===== src/rtl/axi4_burst_master.sv =====
// axi4_burst_master: single-outstanding AXI4 INCR burst master behind a simple command/beat interface.
// Illegal commands are latched like any other and retired from AW/AR without raising a valid.
module axi4_burst_master #(
    parameter int ADDR_WIDTH = 32,
    parameter int DATA_WIDTH = 64,
    parameter int ID_WIDTH = 4,
    parameter int MAX_LEN = 256
) (
    input  logic                    clk,
    input  logic                    reset_n,
    input  logic                    cmd_valid,
    output logic                    cmd_ready,
    input  logic                    cmd_write,
    input  logic [ADDR_WIDTH-1:0]   cmd_addr,
    input  logic [8:0]              cmd_len,
    input  logic [ID_WIDTH-1:0]     cmd_id,
    input  logic [DATA_WIDTH-1:0]   wr_data,
    input  logic [DATA_WIDTH/8-1:0] wr_strb,
    input  logic                    wr_valid,
    output logic                    wr_ready,
    output logic [DATA_WIDTH-1:0]   rd_data,
    output logic                    rd_last,
    output logic                    rd_valid,
    input  logic                    rd_ready,
    output logic                    done,
    output logic [1:0]              done_resp,
    output logic [ID_WIDTH-1:0]     m_axi_awid,
    output logic [ADDR_WIDTH-1:0]   m_axi_awaddr,
    output logic [7:0]              m_axi_awlen,
    output logic [2:0]              m_axi_awsize,
    output logic [1:0]              m_axi_awburst,
    output logic                    m_axi_awvalid,
    input  logic                    m_axi_awready,
    output logic [DATA_WIDTH-1:0]   m_axi_wdata,
    output logic [DATA_WIDTH/8-1:0] m_axi_wstrb,
    output logic                    m_axi_wlast,
    output logic                    m_axi_wvalid,
    input  logic                    m_axi_wready,
    input  logic [ID_WIDTH-1:0]     m_axi_bid,
    input  logic [1:0]              m_axi_bresp,
    input  logic                    m_axi_bvalid,
    output logic                    m_axi_bready,
    output logic [ID_WIDTH-1:0]     m_axi_arid,
    output logic [ADDR_WIDTH-1:0]   m_axi_araddr,
    output logic [7:0]              m_axi_arlen,
    output logic [2:0]              m_axi_arsize,
    output logic [1:0]              m_axi_arburst,
    output logic                    m_axi_arvalid,
    input  logic                    m_axi_arready,
    input  logic [ID_WIDTH-1:0]     m_axi_rid,
    input  logic [DATA_WIDTH-1:0]   m_axi_rdata,
    input  logic [1:0]              m_axi_rresp,
    input  logic                    m_axi_rlast,
    input  logic                    m_axi_rvalid,
    output logic                    m_axi_rready
);
    localparam int SIZE = $clog2(DATA_WIDTH / 8);

    typedef enum logic [2:0] {IDLE, AW, WDATA, BRESP, AR, RDATA, DONE} state_t;

    state_t                state;
    logic [ADDR_WIDTH-1:0] addr_q;
    logic [8:0]            len_q;
    logic [ID_WIDTH-1:0]   id_q;
    logic                  bad_q;
    logic [8:0]            cnt;
    logic [16:0]           span;
    logic                  bad_in;
    logic                  last;
    logic                  w_hs;
    logic                  r_hs;
    logic [1:0]            r_resp;

    // Byte offset of the burst end within its 4 KB page; above 4096 means the burst crosses a page.
    assign span   = 17'(cmd_addr[11:0]) + (17'(cmd_len) << SIZE);
    assign bad_in = cmd_len == 9'd0 || cmd_len > 9'(MAX_LEN) || span > 17'd4096;
    assign last   = cnt == len_q - 9'd1;
    assign w_hs   = state == WDATA && wr_valid && m_axi_wready;
    assign r_hs   = state == RDATA && m_axi_rvalid && rd_ready;
    assign r_resp = (m_axi_rid != id_q || m_axi_rlast != last) ? (m_axi_rresp > 2'b10 ? m_axi_rresp : 2'b10) : m_axi_rresp;

    assign m_axi_awid    = id_q;
    assign m_axi_awaddr  = addr_q;
    assign m_axi_awlen   = 8'(len_q - 9'd1);
    assign m_axi_awsize  = 3'(SIZE);
    assign m_axi_awburst = 2'b01;
    assign m_axi_arid    = id_q;
    assign m_axi_araddr  = addr_q;
    assign m_axi_arlen   = 8'(len_q - 9'd1);
    assign m_axi_arsize  = 3'(SIZE);
    assign m_axi_arburst = 2'b01;

    assign m_axi_wdata  = wr_data;
    assign m_axi_wstrb  = wr_strb;
    assign m_axi_wlast  = state == WDATA && last;
    assign m_axi_wvalid = state == WDATA && wr_valid;
    assign wr_ready     = state == WDATA && m_axi_wready;

    assign rd_data      = m_axi_rdata;
    assign rd_last      = state == RDATA && last;
    assign rd_valid     = state == RDATA && m_axi_rvalid;
    assign m_axi_rready = state == RDATA && rd_ready;

    always_ff @(posedge clk or negedge reset_n) begin
        if (!reset_n) begin
            state         <= IDLE;
            addr_q        <= '0;
            len_q         <= '0;
            id_q          <= '0;
            bad_q         <= 1'b0;
            cnt           <= '0;
            cmd_ready     <= 1'b0;
            m_axi_awvalid <= 1'b0;
            m_axi_arvalid <= 1'b0;
            m_axi_bready  <= 1'b0;
            done          <= 1'b0;
            done_resp     <= 2'b00;
        end else begin
            done <= 1'b0;
            case (state)
                IDLE: begin
                    cmd_ready <= 1'b1;
                    if (cmd_valid && cmd_ready) begin
                        cmd_ready     <= 1'b0;
                        addr_q        <= cmd_addr;
                        len_q         <= cmd_len;
                        id_q          <= cmd_id;
                        bad_q         <= bad_in;
                        cnt           <= '0;
                        done_resp     <= bad_in ? 2'b10 : 2'b00;
                        m_axi_awvalid <= cmd_write && !bad_in;
                        m_axi_arvalid <= !cmd_write && !bad_in;
                        state         <= cmd_write ? AW : AR;
                    end
                end
                AW: begin
                    if (bad_q) begin
                        done  <= 1'b1;
                        state <= DONE;
                    end else if (m_axi_awready) begin
                        m_axi_awvalid <= 1'b0;
                        state         <= WDATA;
                    end
                end
                AR: begin
                    if (bad_q) begin
                        done  <= 1'b1;
                        state <= DONE;
                    end else if (m_axi_arready) begin
                        m_axi_arvalid <= 1'b0;
                        state         <= RDATA;
                    end
                end
                WDATA: begin
                    if (w_hs) begin
                        cnt <= last ? 9'd0 : cnt + 9'd1;
                        if (last) begin
                            m_axi_bready <= 1'b1;
                            state        <= BRESP;
                        end
                    end
                end
                BRESP: begin
                    if (m_axi_bvalid) begin
                        m_axi_bready <= 1'b0;
                        done_resp    <= m_axi_bid != id_q ? 2'b10 : m_axi_bresp;
                        done         <= 1'b1;
                        state        <= DONE;
                    end
                end
                RDATA: begin
                    if (r_hs) begin
                        cnt       <= last ? 9'd0 : cnt + 9'd1;
                        done_resp <= r_resp > done_resp ? r_resp : done_resp;
                        if (last) begin
                            done  <= 1'b1;
                            state <= DONE;
                        end
                    end
                end
                DONE: begin
                    cmd_ready <= 1'b1;
                    state     <= IDLE;
                end
                default: state <= IDLE;
            endcase
        end
    end
endmodule


===== config.mk =====
export PLATFORM = sky130hd
export DESIGN_NAME = axi4_burst_master
export DESIGN_NICKNAME = d
export VERILOG_FILES = /design/src/rtl/axi4_burst_master.sv
export SDC_FILE = /design/constraint.sdc
export NUM_CORES = 1
export LEC_CHECK = 0
export CAP_MARGIN = 10
export CORE_AREA = 2 2 173 175
export DETAILED_ROUTE_END_ITERATION = 6
export DIE_AREA = 0 0 175 177
export HOLD_SLACK_MARGIN = 0.05
export PLACE_DENSITY_LB_ADDON = 0.25
export SYNTH_ARGS = -nofsm -noshare
export SYNTH_HDL_FRONTEND = slang
export SYNTH_SLANG_ARGS = --single-unit

===== constraint.sdc =====
create_clock -name clk -period 10.2 [get_ports clk]
set_input_delay 2.04 -clock clk [delete_from_list [all_inputs] [get_ports clk]]
set_output_delay 2.04 -clock clk [all_outputs]
set_load 0.01 [all_outputs]

Word-level counts from Yosys, hierarchy flattened
Cells that the tools add are included.
{"block": "op_classes", "add_sub_neg": 3, "multipliers": 0, "div_mod_pow": 0, "n_lt_le_gt_ge": 4, "eq_ne": 23, "shift": 0, "mux": 45, "bitwise_logic": 0, "reduce_logical": 32}
{"op": "9-bit 2-to-1 mux", "count": 4}
{"op": "3-bit 2-to-1 mux", "count": 11}
{"op": "9-bit one-hot mux with 3 select lines", "count": 1}
{"op": "2-bit inequality test, second input constant", "count": 10}
{"op": "3-bit one-hot mux with 6 select lines", "count": 1}
{"op": "2-bit 2-to-1 mux", "count": 8}
{"op": "4-bit AND reduction", "count": 4}
{"op": "1-bit 2-to-1 mux", "count": 14}
{"op": "12-bit by 12-bit adder with 13-bit output", "count": 1}
{"op": "13-bit > comparator, second input constant", "count": 1}
{"op": "1-bit logical AND", "count": 11}
{"op": "9-bit by 1-bit adder with 9-bit output, second input constant", "count": 1}
{"op": "3-bit equality test, second input constant", "count": 3}
{"op": "9-bit equality test", "count": 1}
{"op": "9-bit > comparator, second input constant", "count": 1}
{"op": "9-bit logical NOT", "count": 1}
{"op": "9-bit by 1-bit subtractor with 9-bit output, second input constant", "count": 1}
{"op": "4-bit inequality test", "count": 2}
{"op": "1-bit one-hot mux with 2 select lines", "count": 4}
{"op": "8-bit AND reduction", "count": 1}
{"op": "2-bit nonzero test", "count": 4}
{"op": "3-bit by 2-bit equality test with 1-bit output, second input constant", "count": 2}
{"op": "3-bit inequality test, second input constant", "count": 2}
{"op": "2-bit one-hot mux with 3 select lines", "count": 1}
{"op": "13 further kinds", "count": 17}
{"block": "word_totals", "ff_bits": 65, "latchBits": 0, "ram_bits": 0, "romBits": 0, "input_bits": 205, "out_inout_bits": 247, "elab_cells": 119, "memories": 0}

Depth between registers and ports, before layout
{"block": "depth", "ltp_word": 9, "mapped_depth": 17, "depth_no_buf": 16}

Worst setup path after synthesis
OpenSTA, ideal clock, no wires.
{"block": "synth_timing", "path_type": "input-to-output", "start": "input wr_valid", "end": "output m_axi_wvalid", "arrival_time_ps": 2230, "required_time_ps": 8160, "path_slack_ps": 5930, "stages": 1, "path_buffers": 0, "path_cell_list": "and3_1"}
{"block": "synth_between", "elab_chain_len": 1}
{"item": "from (decl)", "line": "19", "rtl": "input logic wr_valid,"}
{"item": "1-bit logical AND", "line": "96", "rtl": "assign m_axi_wvalid = state == WDATA && wr_valid;"}
{"item": "to (decl)", "line": "37", "rtl": "output logic m_axi_wvalid,"}
No other way between the ends.

Worst setup path after layout
{"block": "layout_timing", "start": "input m_axi_rvalid", "end": "output rd_valid"}
{"block": "layout_between", "elab_chain_len": 1}
{"item": "from (decl)", "line": "54", "rtl": "input logic m_axi_rvalid,"}
{"item": "1-bit logical AND", "line": "101", "rtl": "assign rd_valid = state == RDATA && m_axi_rvalid;"}
{"item": "to (decl)", "line": "23", "rtl": "output logic rd_valid,"}
No other way between the ends.

==> results.json <==
{
  "die_area_sq_um": 31000,
  "tightest_slew_ns": 0.915,
  "register_area_sq_um": 1630,
  "dieHeight_um": 177,
  "critPathTopFamily": "buffers and inverters",
  "io_pins": 452,
  "relSlewSlack": 0.390,
  "drc": 0,
  "worstPathArrival_ns": 3.25,
  "ys_types": 60,
  "clockBufferDepth": 2,
  "cts_hold_buffers": 0,
  "switchingPower_w": 0.000713,
  "drive_gt1_frac": 0.132,
  "crit_slowest_cell": "clkdlybuf4s50_1",
  "min_period_ns": 5.29,
  "dr.pass1.iters": 4,
  "final_nets": 758,
  "async_flop_share": 1.00,
  "start_util": 0.180,
  "p_int_w": 0.00117,
  "wl_per_cell_um": 16.2,
  "finalSetupViolations": 0,
  "crit_top_cell": "clkdlybuf4s50_1",
  "dp_hpwl_mm": 11.8,
  "clock_latency_ns": 0.34,
  "path_buf_inv": 2,
  "post-route-period-util": 0.519,
  "grt_max_degree": 66,
  "worst_setup_path_end_kind": "output port",
  "cts_made_buffers": 9,
  "final_antenna_net_count": 0,
  "grt_first_pass_wirelength_mm": 23.2,
  "p_per_area_nw_per_um2": 299,
  "power_frac_comb": 0.549,
  "hold_path.class": "flop to flop",
  "power_leakage_nw": 2.43,
  "antenna_found_initial": 3,
  "viasPerCell": 3.87,
  "vias": 3615,
  "coreArea_sq_um": 29200,
  "maxSlewViolCount": 0,
  "initialDrtViolationCount": 84,
  "grt_usage": 0.0995,
  "synthToLayoutAreaGrowth_pct": 19.5,
  "path_cells": "clkdlybuf4s50_1 -> and2_1 -> clkdlybuf4s50_1",
  "status": "completed",
  "path_max_fanout": 2,
  "htreeDepth": 3,
  "fin_setup_tns_ns": 0,
  "p_sw_frac": 0.379,
  "ys_ff_latch": 65,
  "clockRootBuffer": "clkbuf_16",
  "cts_resized": 0,
  "fill_cells": 3178,
  "ys.flop_type": "dfrtp_1",
  "clkPwrFrac": 0.170,
  "ys_seq_area_frac": 0.309,
  "syn-mean-instance-area_sq_um": 9.47,
  "synth_warnings": 0,
  "maxCapViolCount": 0,
  "path_class": "input pin to output port",
  "clk_pin_slew_worst_paths_ns": 0.06,
  "start_kind": "input pin",
  "fp-row-count": 63,
  "fmax_ghz": 0.189,
  "critPathMaxStageDelay_ns": 0.57,
  "ir_drop_mv": 0.125,
  "fin_hold_ws_ns": 0.498,
  "grt.overflow.total": 0,
  "grt_setup_unrepaired": "false",
  "cts_tree": "done",
  "wl_mm": 15.2,
  "postCtsSetupBuffers": 0,
  "clock-sinks": 65,
  "portBuffers": 169,
  "synth-edff-count": 0,
  "finalHoldViolations": 0,
  "synthCells": 555,
  "grt_pass1_vias": 3811,
  "multiInputGateArea_sq_um": 2100,
  "required_ns": 8.16,
  "die_w_um": 175,
  "synth_area_sq_um": 5260,
  "gp_congestion": 0.724,
  "clock_skew_ns": 0.00789,
  "seqPwrFrac": 0.281
}
## per-layer routing
metal  vias to the layer above  share of wire  global-route usage
li1                       1666              -                   -
met3                        80          0.084              0.0387
met4                         4          0.054              0.0639
met2                       172           0.45               0.155
met5                         -         0.0016                   0
met1                      1693           0.41               0.114
## final timing paths
kind | startpoint | to | slack, ns | depth (start not counted)
min in group asynchronous | reset_n | m_axi_araddr[0]$_DFFE_PN0P_ | 1.82 | 1
hold reg to reg | m_axi_bready$_DFFE_PN0P_ | m_axi_bready$_DFFE_PN0P_ | 0.50 | 1
max in group asynchronous | reset_n | done$_DFF_PN0_ | 7.77 | 1
setup / recovery | m_axi_rvalid | rd_valid | 4.91 | 3
setup reg to reg | len_q[0]$_DFFE_PN0P_ | done_resp[1]$_DFFE_PN0P_ | 6.45 | 15
hold / removal | m_axi_bready$_DFFE_PN0P_ | m_axi_bready$_DFFE_PN0P_ | 0.50 | 1
## area by class of cell
class                           count  area share
Sequential cell                    65       0.259
Timing Repair Buffer              170       0.270
Multi-Input combinational cell    275       0.335
Tap cell                          390      0.0777
Antenna cell                        1    0.000398
Inverter                           18      0.0108
Clock inverter                      5     0.00876
Clock buffer                       11      0.0386
## synthesized netlist by cell type (all sizes together) (2+ instances only)
| cell type | number | share of area |
|---|---|---|
| a31oi | 11 | 0.013 |
| o31ai | 6 | 0.0086 |
| o211a | 2 | 0.0052 |
| o211ai | 2 | 0.0029 |
| nand3b | 2 | 0.0029 |
| nand4 | 3 | 0.0036 |
| mux2i | 3 | 0.0057 |
| a21o | 4 | 0.0057 |
| o21ai | 19 | 0.018 |
| xor2 | 14 | 0.023 |
| a211oi | 4 | 0.0081 |
| a22o | 3 | 0.0050 |
| clkbuf | 10 | 0.0071 |
| inv | 18 | 0.013 |
| xnor2 | 15 | 0.025 |
| nand2b | 3 | 0.0036 |
| nor2b | 3 | 0.0036 |
| ha | 13 | 0.031 |
| xnor3 | 2 | 0.0086 |
| nand2 | 19 | 0.014 |
| o311ai | 2 | 0.0033 |
| or3b | 2 | 0.0033 |
| conb | 2 | 0.0014 |
| and2 | 4 | 0.0048 |
| o21bai | 2 | 0.0029 |
| or2 | 3 | 0.0036 |
| buf | 195 | 0.28 |
| o21a | 2 | 0.0029 |
| nor4 | 7 | 0.0083 |
| or3 | 3 | 0.0036 |
| and3 | 4 | 0.0048 |
| dfrtp | 65 | 0.31 |
| a21oi | 15 | 0.014 |
| nand3 | 9 | 0.0086 |
| nor2 | 20 | 0.014 |
| mux2 | 43 | 0.092 |
| nor3 | 7 | 0.011 |
## placed cells by master, fill, tap and decap left out, types with 13 or more instances in the layout
master and count:
ha_1 13, a21oi_1 15, o21ai_0 18, inv_1 18, dfrtp_1 65, mux2_2 43
xnor2_1 15, nand2_1 19, xor2_1 14, clkdlybuf4s50_1 168, nor2_1 20
## stage by stage
step,power [W],area [sq um],cells,setup WS [ns],util
finish,0.00188,6280,935,4.91,0.215
global placement,0.00159,5980,918,4.88,0.205
detailed placement,0.00159,5980,918,4.88,0.205
global route,0.00203,6280,934,4.76,0.215
floorplan,0.00119,5290,563,5.93,-
CTS,0.00193,6280,934,4.88,0.215
## power groups by stage
| stage | registers (W) | logic [W] | clock network [W] |
|---|---|---|---|
| after floorplan | 0.000512 | 0.000683 | 0 |
| after global placement | 0.000536 | 0.00105 | 0 |
| after detailed placement | 0.000535 | 0.00105 | 0 |
| after CTS | 0.000534 | 0.00106 | 0.000336 |
| after global routing | 0.000557 | 0.00113 | 0.000346 |
| final | 0.000529 | 0.00103 | 0.000320 |
## sequential cells by signal (all words and copies together), names as in the netlist
name and cells:
cmd_ready 1, m_axi_araddr 32, m_axi_bready 1, len_q 9, cnt 9, m_axi_arvalid 1
m_axi_arid 4, done_resp 2, m_axi_awvalid 1, bad_q 1, done 1, state 3
## cells by family after synthesis
| kind of cell | after synthesis | synth area share |
|---|---|---|
| other cells | 2 | 0.00143 |
| flops | 65 | 0.309 |
| buf+inv | 223 | 0.297 |
| fa+ha+maj | 14 | 0.0348 |
| mux | 46 | 0.0978 |
| simple gates | 91 | 0.0926 |
| xor+xnor | 31 | 0.0569 |
| compound gates | 83 | 0.110 |
No activity file was read; power rests on OpenSTA's default activity.
